$ cat src/rtl/symbol_buffer_reader.sv
// Frame readout of the symbol command buffer: snapshots the valid mask on frame_start and
// streams each valid symbol ID plus its attribute word over a valid/ready handshake.
module symbol_buffer_reader #(
   parameter int  NUM_SYMS            = 8,
   parameter int  PROG_PAYLD_PKT_BITS = 32,
   localparam int ID_BITS             = $clog2(NUM_SYMS)
) (
   input  logic                           i_clk,
   input  logic                           n_btn_reset,
   input  logic                           frame_start,
   input  logic [NUM_SYMS-1:0]            valid_prog_idx,
   input  logic [PROG_PAYLD_PKT_BITS-1:0] prog_buffer [0:NUM_SYMS-1],
   output logic                           sym_valid,
   input  logic                           sym_ready,
   output logic [ID_BITS-1:0]             sym_id,
   output logic [PROG_PAYLD_PKT_BITS-1:0] sym_attr,
   output logic                           sym_last,
   output logic                           busy,
   output logic                           frame_done,
   output logic                           overrun,
   output logic [1:0]                     state_dbg
);

   // Handshake: a symbol moves on every cycle where sym_valid & sym_ready are both high.
   // Once raised, sym_valid and the payload stay fixed until that transfer happens.

   typedef enum logic [1:0] {IDLE, SCAN, EMIT, DONE} state_t;

   state_t                           state, state_nxt;
   logic [ID_BITS-1:0]               idx, idx_nxt;
   logic [NUM_SYMS-1:0]              mask, mask_nxt;
   logic                             valid_nxt, last_nxt, overrun_nxt, above;
   logic [ID_BITS-1:0]               id_nxt;
   logic [PROG_PAYLD_PKT_BITS-1:0]   attr_nxt;

   // Any frozen-mask bit set above the slot being examined?
   always_comb begin
      above = 1'b0;
      for (int i = 0; i < NUM_SYMS; i++)
         if (i > int'(idx) && mask[i]) above = 1'b1;
   end

   always_ff @(posedge i_clk or negedge n_btn_reset) begin
      if (!n_btn_reset) begin
         state     <= IDLE;
         idx       <= '0;
         mask      <= '0;
         sym_valid <= 1'b0;
         sym_id    <= '0;
         sym_attr  <= '0;
         sym_last  <= 1'b0;
         overrun   <= 1'b0;
      end else begin
         state     <= state_nxt;
         idx       <= idx_nxt;
         mask      <= mask_nxt;
         sym_valid <= valid_nxt;
         sym_id    <= id_nxt;
         sym_attr  <= attr_nxt;
         sym_last  <= last_nxt;
         overrun   <= overrun_nxt;
      end
   end

   always_comb begin
      state_nxt   = state;
      idx_nxt     = idx;
      mask_nxt    = mask;
      valid_nxt   = sym_valid;
      id_nxt      = sym_id;
      attr_nxt    = sym_attr;
      last_nxt    = sym_last;
      overrun_nxt = overrun | (frame_start & (state != IDLE));
      case (state)
         IDLE: begin
            if (frame_start) begin
               mask_nxt  = valid_prog_idx;
               idx_nxt   = '0;
               state_nxt = (|valid_prog_idx) ? SCAN : DONE;
            end
         end
         SCAN: begin
            if (mask[idx]) begin
               id_nxt    = idx;
               attr_nxt  = prog_buffer[idx];
               last_nxt  = ~above;
               valid_nxt = 1'b1;
               state_nxt = EMIT;
            end else begin
               idx_nxt = idx + ID_BITS'(1);
            end
         end
         EMIT: begin
            if (sym_ready) begin
               valid_nxt = 1'b0;
               if (sym_last) begin
                  state_nxt = DONE;
               end else begin
                  idx_nxt   = idx + ID_BITS'(1);
                  state_nxt = SCAN;
               end
            end
         end
         DONE: state_nxt = IDLE;
         default: state_nxt = IDLE;
      endcase
   end

   assign busy       = (state != IDLE);
   assign frame_done = (state == DONE);
   assign state_dbg  = state;

endmodule
$ cat config.mk
export PLATFORM = sky130hd
export DESIGN_NAME = symbol_buffer_reader
export DESIGN_NICKNAME = d
export VERILOG_FILES = /design/src/rtl/symbol_buffer_reader.sv
export SDC_FILE = /design/constraint.sdc
export NUM_CORES = 1
export LEC_CHECK = 0
export CORE_AREA = 4 4 120 122
export CTS_CLUSTER_SIZE = 25
export DETAILED_ROUTE_END_ITERATION = 8
export DIE_AREA = 0 0 124 126
export PLACE_DENSITY = 0.72
export SYNTH_ARGS = -nofsm -noshare
export SYNTH_HDL_FRONTEND = slang
export SYNTH_SLANG_ARGS = --single-unit
$ cat constraint.sdc
create_clock -name i_clk -period 2.8 [get_ports i_clk]
set_clock_uncertainty 0.1 [all_clocks]
set_input_delay 0.56 -clock i_clk [delete_from_list [all_inputs] [get_ports i_clk]]
set_output_delay 0.56 -clock i_clk [all_outputs]
set_load 0.005 [all_outputs]
Word-level counts from Yosys, hierarchy flattened
Cells that the tools add are included.
Storage, ports and cells
  bits in registers: 51
  bits of input ports: 268
  output and inout port bits: 42
  word-level logic and storage cells: 73
Operators by class
  add/sub/neg operators: 1
  magnitude comparators: 9
  eq/ne operators: 8
  mux-type cells: 26
  bitwise logic cells: 4
  reduce and logical (&&, ||, !) cells: 17
Operators with widths (number)
  binary-select mux 32 bit (select 3 bit): 1
  two-way mux 32 bit: 2
  > comparator 3 bit (first input constant): 4
  two-way mux 3 bit: 4
  two-way mux 1 bit: 10
  two-way mux 2 bit: 5
  inequality test 2 bit (second input constant): 5
  one-hot mux 3 bit (3 select lines): 1
  one-hot mux 2 bit (4 select lines): 1
  OR reduction 8 bit: 1
  logical AND 1 bit: 7
  > comparator 2 x 3 -> 1 bit (first input constant): 2
  AND reduction 3 bit: 2
  AND reduction 5 bit: 1
  == test 2 bit (second input constant): 2
  >= comparator 4 bit (second input constant): 1
  less-than comparator 3 x 4 -> 1 bit (second input constant): 1
  inverter 3 -> 4 bit: 1
  AND reduction 2 bit: 2
  nonzero test 2 bit: 2
  adder 3 x 1 -> 3 bit (second input constant): 1
  binary-select mux 1 bit (select 3 bit): 1
  > comparator 1 x 3 -> 1 bit (first input constant): 1
  nonzero test 3 bit: 1
  6 further kinds: 6

Longest topological paths before layout
Gate-level depths: netlist of run 1.
  depth after elaboration: 10
  gate-level depth with buffers: 10

Least setup slack after synthesis of run 1
OpenSTA, ideal clock, no wires.
  path type: reg2reg
  start: register idx[0]
  end: register sym_last
  library setup time: 103 ps
  arrival time: 1720 ps
  required time: 2597 ps
  path slack: 877 ps
  cell stages (with the launch flop): 10
  path buffers: 3
  cells stage by stage: dfrtp_1 buf_4 buf_6 buf_4 inv_1 ha_1 inv_1 a221oi_1 nor3_1 o41ai_2
Between the ends
  cells in the longest elaborated chain, start to end: 10
  elaborated cells on any way between the ends: 25
RTL lines
  start: declaration: RTL line 30  | logic [ID_BITS-1:0] idx, idx_nxt;
  start signal: assignment: RTL line 55  | idx <= idx_nxt;
  > comparator 1 x 3 -> 1 bit: RTL line 40  | if (i > int'(idx) && mask[i]) above = 1'b1;
  logical AND 1 bit: RTL line 40
  two-way mux 1 bit (7 in series): RTL line 40
  inverter 1 bit: RTL line 86  | last_nxt = ~above;
  end signal: assignment: RTL line 60  | sym_last <= last_nxt;
  end: declaration: RTL line 17  | output logic sym_last,
Several ways; a longest one is shown, not always the timed one. The select of a mux whose other input is x is not followed.
A chain may end at the register's enable or synchronous reset.

Final worst setup path of run 1
  start: register state[0] (netlist: state_dbg[0])
  end: output port busy
Between the ends
  cells in the longest elaborated chain, start to end: 1
RTL lines
  start: declaration: RTL line 29  | state_t state, state_nxt;
  start signal: assignment: RTL line 54  | state <= state_nxt;
  nonzero test 2 bit: RTL line 109  | assign busy = (state != IDLE);
  end: declaration: RTL line 18  | output logic busy,
No other way between the ends.

==> impl_metrics.tcl, run 1 <==
set metrics [dict create \
    outcome "finished clean" \
    synthTopCellsByArea "mux4_2, dfrtp_1, mux2i_1, o21ai_1, nand2_1" \
    power_leakage_nw 2.95 \
    synth_top_area_cell "mux4_2" \
    placed_area_sq_um 7290 \
    io_buffers 309 \
    cts_setup_buffers 0 \
    crit_path_top_delay_cell "clkdlybuf4s50_1" \
    crit_start "state_dbg[0]" \
    clk_latency_ns 0.29 \
    cts_tree "done" \
    dpl.hpwl_um 14100 \
    multi_input_area_sq_um 2580 \
    synthDistinctLibCells 33 \
    die_width_um 124 \
    grt-ovfl-total 0 \
    antenna_cells 0 \
    async_reset_ff_share_pct 100 \
    fin_setup_tns_ns 0 \
    cts_root_buf "clkbuf_16" \
    routed_via_density 5.15 \
    grt_pass1_wl_um 24300 \
    yosys_register_bits 51 \
    htreeDepth 2 \
    drive_gt1_share_pct 15.7 \
    place_ws_ns 0.564 \
    antenna_found_initial 0 \
    track_usage_pct 20.2 \
    vdd_drop_max_mv 0.482 \
    finalHoldViolCount 0 \
    clk_pin_slew_ns 0.07 \
    slew_viol_final 0 \
    placementRows 42 \
    yosysTopAreaCellShare_pct 35.6 \
    grt_setup_unrepaired "no" \
    synth.net_count 592 \
    dieArea_sq_um 15600 \
    tightest_slew_ns 0.518 \
    r2r-start "idx[0]" \
    fin_cells 789 \
    initial_core_util_pct 30.7 \
    ys_warn_count 0 \
    dpl.cell_count 781 \
    max-clock-path-buffers 2 \
    crit_type "flop to output port" \
    hold_slack_ns 0.163 \
    cts_num_sinks 51 \
    grt_max_degree 53 \
    cts_hold_buffers 0 \
    max_stage_delay_ns 0.52 \
    synth.most_common_cell "mux4_2" \
    grt_pass1_vias 4493 \
    worstPathArrival_ns 1.71 \
    first_pass_iters 4 \
    synthTopCellsByCount "mux4_2, dfrtp_1, nand2_1" \
    routedWlPerCell_um 21.2 \
    hold_class "input port to asynchronous set/reset pin" \
    pwr_density_cell_nw_per_um2 731 \
    ys.flop_type "dfrtp_1" \
    drc_errors 0 \
    syn-cell-area_sq_um 4050 \
    fmax_ghz 0.421 \
    worstPathRequired_ns 2.14 \
    regArea_sq_um 1280 \
    nNetsFinal 888 \
    area.growth.synth_to_final_pct 83.7 \
    ys_seq_area_share_pct 31.5 \
    power_mw 5.43 \
    gp_congestion 0.854 \
    cp-end-kind "output port" \
    synth_area_per_cell_sq_um 12.8 \
    numCtsBuffers 5 \
    fin_crit_sh_pct 84.8 \
    finalWorstSetupSlack_ns 0.426 \
    synth_edf_count 0 \
    layout_min_cycle_time_ns 2.37 \
    fillers 1120 \
    cts.repair.resized 0 \
    syn_inst 316 \
    drt_iter0_markers 130 \
    final_core_util_pct 56.4 \
    start_kind "flop" \
    setup_viol_count_final 0 \
    route.vias.total 4060 \
    die_y_um 126 \
    ios 310 \
    ant_nets 0 \
    design_area_sq_um 7440 \
    finalWirelength_um 16700 \
    worst-path-max-fanout 5 \
    core-area_sq_um 13200 \
    relSlewSlack_pct 65.4 \
    path_cells "inv_1, ha_1, inv_1, clkdlybuf4s50_1" \
    cpMostUsedCell "inv_1" \
    cap_violations 0 \
]
## where the power goes
group / switching, mW / leakage (nW) / internal, mW / total, mW
Clock: 0.277 / 0.0658 / 0.330 / 0.606
Sequential: 0.329 / 0.625 / 1.10 / 1.43
Combinational: 1.39 / 2.26 / 2.02 / 3.40
## area by class of cell
type | instances | share of cell area [%]
Multi-Input combinational cell | 226 | 34.7
Timing Repair Buffer | 317 | 42.7
Inverter | 11 | 0.555
Sequential cell | 51 | 17.2
Tap cell | 176 | 2.96
Clock inverter | 3 | 0.269
Clock buffer | 5 | 1.68
## state kept, by name, indices dropped and copies added, names as in the netlist
name / flops
sym_last: 1
sym_valid: 1
overrun: 1
sym_attr: 32
idx: 3
state_dbg: 2
mask: 8
sym_id: 3
## layer usage
metal / GRT usage, % / up-vias / routed length [um]
met5: 0 / - / 0
met4: 5.41 / 0 / 384
met3: 3.86 / 21 / 1250
met2: 38.7 / 213 / 8950
met1: 22.5 / 1988 / 6120
li1: - / 1838 / -
## critical path: cells and delay by family (launching register included)
family | cells | cell delay (ns)
fa+ha+maj | 1 | 0.26
buf+inv | 3 | 0.75
flops | 1 | 0.42
## cell families (layout without fill, tap and decap cells)
kind of cell | Yosys count | count (layout) | synth area share, %
muxes | 110 | 110 | 47.3
AOI/OAI and AO/OA | 55 | 55 | 8.07
and+or+nand+nor | 53 | 53 | 5.56
DFF | 51 | 51 | 31.5
buffers and inverters | 39 | 336 | 5.04
adders and majority gates | 8 | 8 | 2.47
## final timing paths
check	endpoint	slack, ns	depth (start not counted)
min in group i_clk	overrun	0.36	1
hold reg to reg	overrun	0.36	1
hold / removal	overrun	0.16	2
setup reg to reg	sym_attr[23]	0.56	4
setup / recovery	busy	0.43	4
max in group asynchronous	idx[0]	2.08	2
## placed cells by master (no fill, tap or decap), types with 5 or more instances in the layout
master	instances
clkdlybuf4s50_1	308
mux4_2	64
dfrtp_1	49
nand2_1	41
mux2i_1	37
o21ai_1	35
inv_1	10
mux2_2	8
ha_1	8
a21oi_1	6
buf_4	6
clkbuf_16	5
Note: power is estimated with default switching activity, not from simulation.
==> inputs of run 2 (changes only) <==
==> constraint.sdc (replaced) <==
create_clock -name i_clk -period 2.3 [get_ports i_clk]
set_clock_uncertainty 0.1 [all_clocks]
set_input_delay 0.46 -clock i_clk [delete_from_list [all_inputs] [get_ports i_clk]]
set_output_delay 0.46 -clock i_clk [all_outputs]
set_load 0.005 [all_outputs]
==> run 2 against run 1 <==
Net effect: core utilization increased by 0.50 points; non-clock buffer count increased by 4; final area increased by 0.89%; flip-flop and latch count unchanged; setup slack got worse by 0.35 ns; clock-buffer cell count increased by 3; clock power increased by 27%; sequential power increased by 15%.
==> impl_metrics.tcl, run 2 (synthesis gave the netlist of run 1 again) <==
set metrics [dict create \
    antenna_cells 0 \
    pwr_density_cell_nw_per_um2 900 \
    routedWlPerCell_um 20.0 \
    core-area_sq_um 13200 \
    met1_usage_pct 20.8 \
    clk_latency_ns 0.28 \
    grt_pass1_vias 4238 \
    dpl.hpwl_um 13800 \
    grt-busiest-layer "met2" \
    routed_via_density 4.91 \
    hold_class "input port to asynchronous set/reset pin" \
    placementRows 42 \
    grt_pass1_wl_um 23200 \
    swShare_pct 35.7 \
    relSlewSlack_pct 63.9 \
    first_pass_iters 4 \
    p_int_mw 4.34 \
    track_usage_pct 19.3 \
    worstPathRequired_ns 1.74 \
    largestRegisters "sym_attr: 32 flops, mask: 8 flops" \
    drt_iter0_markers 176 \
    r2r_slack_ns 0.35 \
    drive_gt1_share_pct 16.0 \
    pwr-share-comb_pct 64.4 \
    tightest_slew_ns 0.542 \
    p_clk_share_pct 11.4 \
    hold_slack_ns 0.0540 \
    outcome "finished clean" \
    final_core_util_pct 56.9 \
    start_kind "flop" \
    fin_cells 793 \
    numCtsBuffers 5 \
    finalHoldViolCount 0 \
    design_area_sq_um 7500 \
    final_cell_mix "clkdlybuf4s50_1, mux4_2, dfrtp_1" \
    gp_congestion 0.899 \
    regMostFlops "sym_attr" \
    cts_tree "done" \
    cts_num_sinks 51 \
    largest_reg_flops 32 \
    htreeDepth 2 \
    antenna_found_initial 0 \
    cts_root_buf "clkbuf_16" \
    grt_max_degree 37 \
    max-clock-path-buffers 2 \
    layout_min_cycle_time_ns 2.23 \
    cts.repair.resized 0 \
    fillers 1089 \
    cp-end-kind "output port" \
    die_width_um 124 \
    clk_pin_slew_ns 0.07 \
    slew_viol_final 0 \
    io_buffers 309 \
    dpl.cell_count 782 \
    dieArea_sq_um 15600 \
    area.growth.synth_to_final_pct 85.4 \
    worst-path-max-fanout 5 \
    placed_area_sq_um 7330 \
    power_mw 6.75 \
    ant_nets 0 \
    fmax_ghz 0.449 \
    grt-ovfl-total 0 \
    initial_core_util_pct 30.7 \
    ios 310 \
    grt.met3_usage_pct 5.07 \
    drc_errors 0 \
    cap_violations 0 \
    fin_crit_sh_pct 96.8 \
    crit_type "flop to output port" \
    finalWirelength_um 15900 \
    power_leakage_nw 2.99 \
    die_y_um 126 \
    vdd_drop_max_mv 0.472 \
    p_switching_mw 2.41 \
    setup_viol_count_final 0 \
    route.vias.total 3893 \
    cts_setup_buffers 0 \
    met2_usage_pct 37.3 \
    worstPathArrival_ns 1.67 \
    p_seq_share_pct 24.2 \
    nNetsFinal 892 \
    cts_hold_buffers 0 \
    final_common_cell "clkdlybuf4s50_1" \
]
-- run 2: final timing paths --
path	start	end	depth (start not counted)
worst min register to register	overrun	overrun	1
max in group asynchronous	n_btn_reset	idx[0]	2
min in group i_clk	overrun	overrun	1
worst max-delay path	state_dbg[0]	busy	4
worst min-delay path	n_btn_reset	sym_attr[15]	1
worst max register to register	idx[0]	sym_attr[0]	5
-- run 2: layout make-up --
class / instances / area (sq um) / area share (%)
timing repair buffer: 321 / 3230 / 43.0
multi-input combinational: 226 / 2580 / 34.3
sequential: 51 / 1280 / 17.1
tap: 176 / 220 / 2.93
clock buffer: 8 / 156 / 2.08
inverter: 11 / 41.3 / 0.550
-- run 2: per-layer routing --
layer  share of wire, %  routed length (um)  vias to the layer above
met4                1.5                 235                        0
met5                  0                   0                        -
met3                9.6                1530                       15
li1                   -                   -                     1847
met2                 55                8690                      204
met1                 34                5450                     1827
-- run 2: power groups by stage --
stage | clock network (mW) | logic, mW | registers, mW
2_1_floorplan | 0 | 2.68 | 1.59
3_3_place_gp | 0 | 4.31 | 1.64
3_5_place_dp | 0 | 4.39 | 1.67
4_1_cts | 0.804 | 4.40 | 1.65
5_1_grt | 0.842 | 4.75 | 1.70
6_report | 0.770 | 4.35 | 1.64
-- run 2: per-stage QoR --
stage          setup WS [ns]  setup TNS, ns
6_report              0.0744              0
5_1_grt             -0.00167       -0.00167
4_1_cts               0.0255              0
3_5_place_dp           0.281              0
3_3_place_gp           0.287              0
2_1_floorplan          0.377              0
-- run 2: critical path: stages, from the launching register on --
cell and delay [ns]:
dfrtp_1 0.40, inv_1 0.08, ha_1 0.25, inv_1 0.14
clkdlybuf4s50_1 0.52
==> inputs of run 3 (changes only) <==
--- a/config.mk
+++ b/config.mk
@@ -5,6 +5,7 @@
 export SDC_FILE = /design/constraint.sdc
 export NUM_CORES = 1
 export LEC_CHECK = 0
+export CAP_MARGIN = 25
 export CORE_AREA = 4 4 120 122
 export CTS_CLUSTER_SIZE = 25
 export DETAILED_ROUTE_END_ITERATION = 8
==> constraint.sdc (replaced) <==
create_clock -name i_clk -period 2.7 [get_ports i_clk]
set_clock_uncertainty 0.1 [all_clocks]
set_input_delay 0.54 -clock i_clk [delete_from_list [all_inputs] [get_ports i_clk]]
set_output_delay 0.54 -clock i_clk [all_outputs]
set_load 0.005 [all_outputs]
==> run 3 against run 2 <==
Net effect: first-iteration DRC count down 34%; combinational power down 17%; power down 15%; setup slack better by 0.28 ns; via count up 1.1%; sequential power down 15%; global-route usage down 0.21 points; core utilization down 0.13 points; wire length down 1.1%; clock power down 5.7%; worst hold slack better by 0.11 ns; register-to-register slack better by 0.39 ns; highest routed layer unchanged.
==> impl_metrics.tcl, run 3 (synthesis gave the netlist of run 1 again) <==
set metrics [dict create \
    outcome "finished clean" \
    p_clk_share_pct 12.6 \
    start_kind "flop" \
    fin_cells 790 \
    place_ws_ns 0.598 \
    worst-path-max-fanout 5 \
    relSlewSlack_pct 57.0 \
    largestRegisters "sym_attr: 32 flops, mask: 8 flops" \
    cts_hold_buffers 0 \
    fin_setup_tns_ns 0 \
    clk_latency_ns 0.29 \
    htreeDepth 2 \
    antenna_found_initial 0 \
    swShare_pct 35.5 \
    grt_pass1_vias 4413 \
    clk_pin_slew_ns 0.07 \
    area.growth.synth_to_final_pct 84.9 \
    regMostFlops "sym_attr" \
    largest_reg_flops 32 \
    pwr_density_cell_nw_per_um2 769 \
    grt_max_degree 37 \
    setup_viol_count_final 0 \
    fin_crit_sh_pct 86.8 \
    io_buffers 309 \
    worstPathRequired_ns 2.06 \
    track_usage_pct 19.1 \
    grt_setup_unrepaired "no" \
    finalHoldViolCount 0 \
    ant_nets 0 \
    placementRows 42 \
    final_cell_mix "clkdlybuf4s50_1, mux4_2, dfrtp_1" \
    cp-end-kind "output port" \
    initial_core_util_pct 30.7 \
    tightest_slew_ns 0.646 \
    drc_errors 0 \
    cap_violations 0 \
    drive_gt1_share_pct 15.8 \
    routed_via_density 4.98 \
    final_common_cell "clkdlybuf4s50_1" \
    nNetsFinal 889 \
    ios 310 \
    dpl.cell_count 782 \
    drt_iter0_markers 116 \
    p_seq_share_pct 24.2 \
    antenna_cells 0 \
    cts_tree "done" \
    power_leakage_nw 2.98 \
    first_pass_iters 4 \
    slew_viol_final 0 \
    cts.repair.resized 0 \
    route.vias.total 3935 \
    cts_setup_buffers 0 \
    max-clock-path-buffers 2 \
    die_y_um 126 \
    grt-ovfl-total 0 \
    dpl.hpwl_um 13600 \
    routedWlPerCell_um 19.9 \
    core-area_sq_um 13200 \
    layout_min_cycle_time_ns 2.34 \
    p_int_mw 3.71 \
    finalWirelength_um 15700 \
    worstPathArrival_ns 1.70 \
    die_width_um 124 \
    grt_pass1_wl_um 23000 \
    gp_congestion 0.909 \
    cts_root_buf "clkbuf_16" \
    vdd_drop_max_mv 0.525 \
    crit_type "flop to output port" \
    fmax_ghz 0.426 \
    pwr-share-comb_pct 63.2 \
    p_switching_mw 2.04 \
    dieArea_sq_um 15600 \
    cts_num_sinks 51 \
    finalWorstSetupSlack_ns 0.355 \
    hold_class "input port to asynchronous set/reset pin" \
    numCtsBuffers 5 \
]
## run 3: changes by cell type in the layout (fill, tap and decap cells not counted), sizes merged
cell    previous run  this run
buf               13        10
bufinv             0         1
clkbuf             8         6
clkinv             0         1
## run 3: per-layer routing
layer	up-vias	global-route usage [%]	wire [um]
li1	1842	-	-
met1	1874	20.0	5340
met2	201	37.4	8610
met3	18	5.16	1520
met4	0	3.61	250
met5	-	0	0
## run 3: cell type report
class,count,area (sq um)
sequential,51,1280
timing repair buffer,318,3190
multi-input combinational,226,2580
clock inverter,2,35.0
inverter,11,41.3
clock buffer,6,139
tap,176,220
fill,1094,5700
## run 3: power groups by stage
stage	sequential (mW)	clock [mW]	combinational, mW
4_1_cts	1.40	0.748	3.72
2_1_floorplan	1.36	0	2.28
5_1_grt	1.44	0.780	3.98
6_report	1.39	0.726	3.63
3_3_place_gp	1.40	0	3.65
3_5_place_dp	1.41	0	3.71
## run 3: worst paths after layout
path | slack [ns] | startpoint | end | cells past startpoint
setup / recovery | 0.36 | state_dbg[0] | busy | 4
min in group i_clk | 0.36 | overrun | overrun | 1
setup reg to reg | 0.74 | state_dbg[0] | idx[1] | 7
hold / removal | 0.16 | n_btn_reset | mask[7] | 1
hold reg to reg | 0.36 | overrun | overrun | 1
max in group asynchronous | 1.73 | n_btn_reset | idx[0] | 2
## run 3: worst max-delay path, stage by stage (launching register included)
cell and delay [ns]:
dfrtp_1 0.43, inv_1 0.09, ha_1 0.26, inv_1 0.13, clkdlybuf4s50_1 0.51
## run 3: metrics by stage
step / total power [mW] / area, sq um / hold slack (ns) / utilization (%)
2_1_floorplan: 3.64 / 4050 / 0.144 / -
3_3_place_gp: 5.05 / 7310 / 0.341 / 55.4
3_5_place_dp: 5.13 / 7310 / 0.347 / 55.4
4_1_cts: 5.87 / 7490 / 0.191 / 56.8
5_1_grt: 6.21 / 7490 / 0.220 / 56.8
6_report: 5.76 / 7490 / 0.164 / 56.8
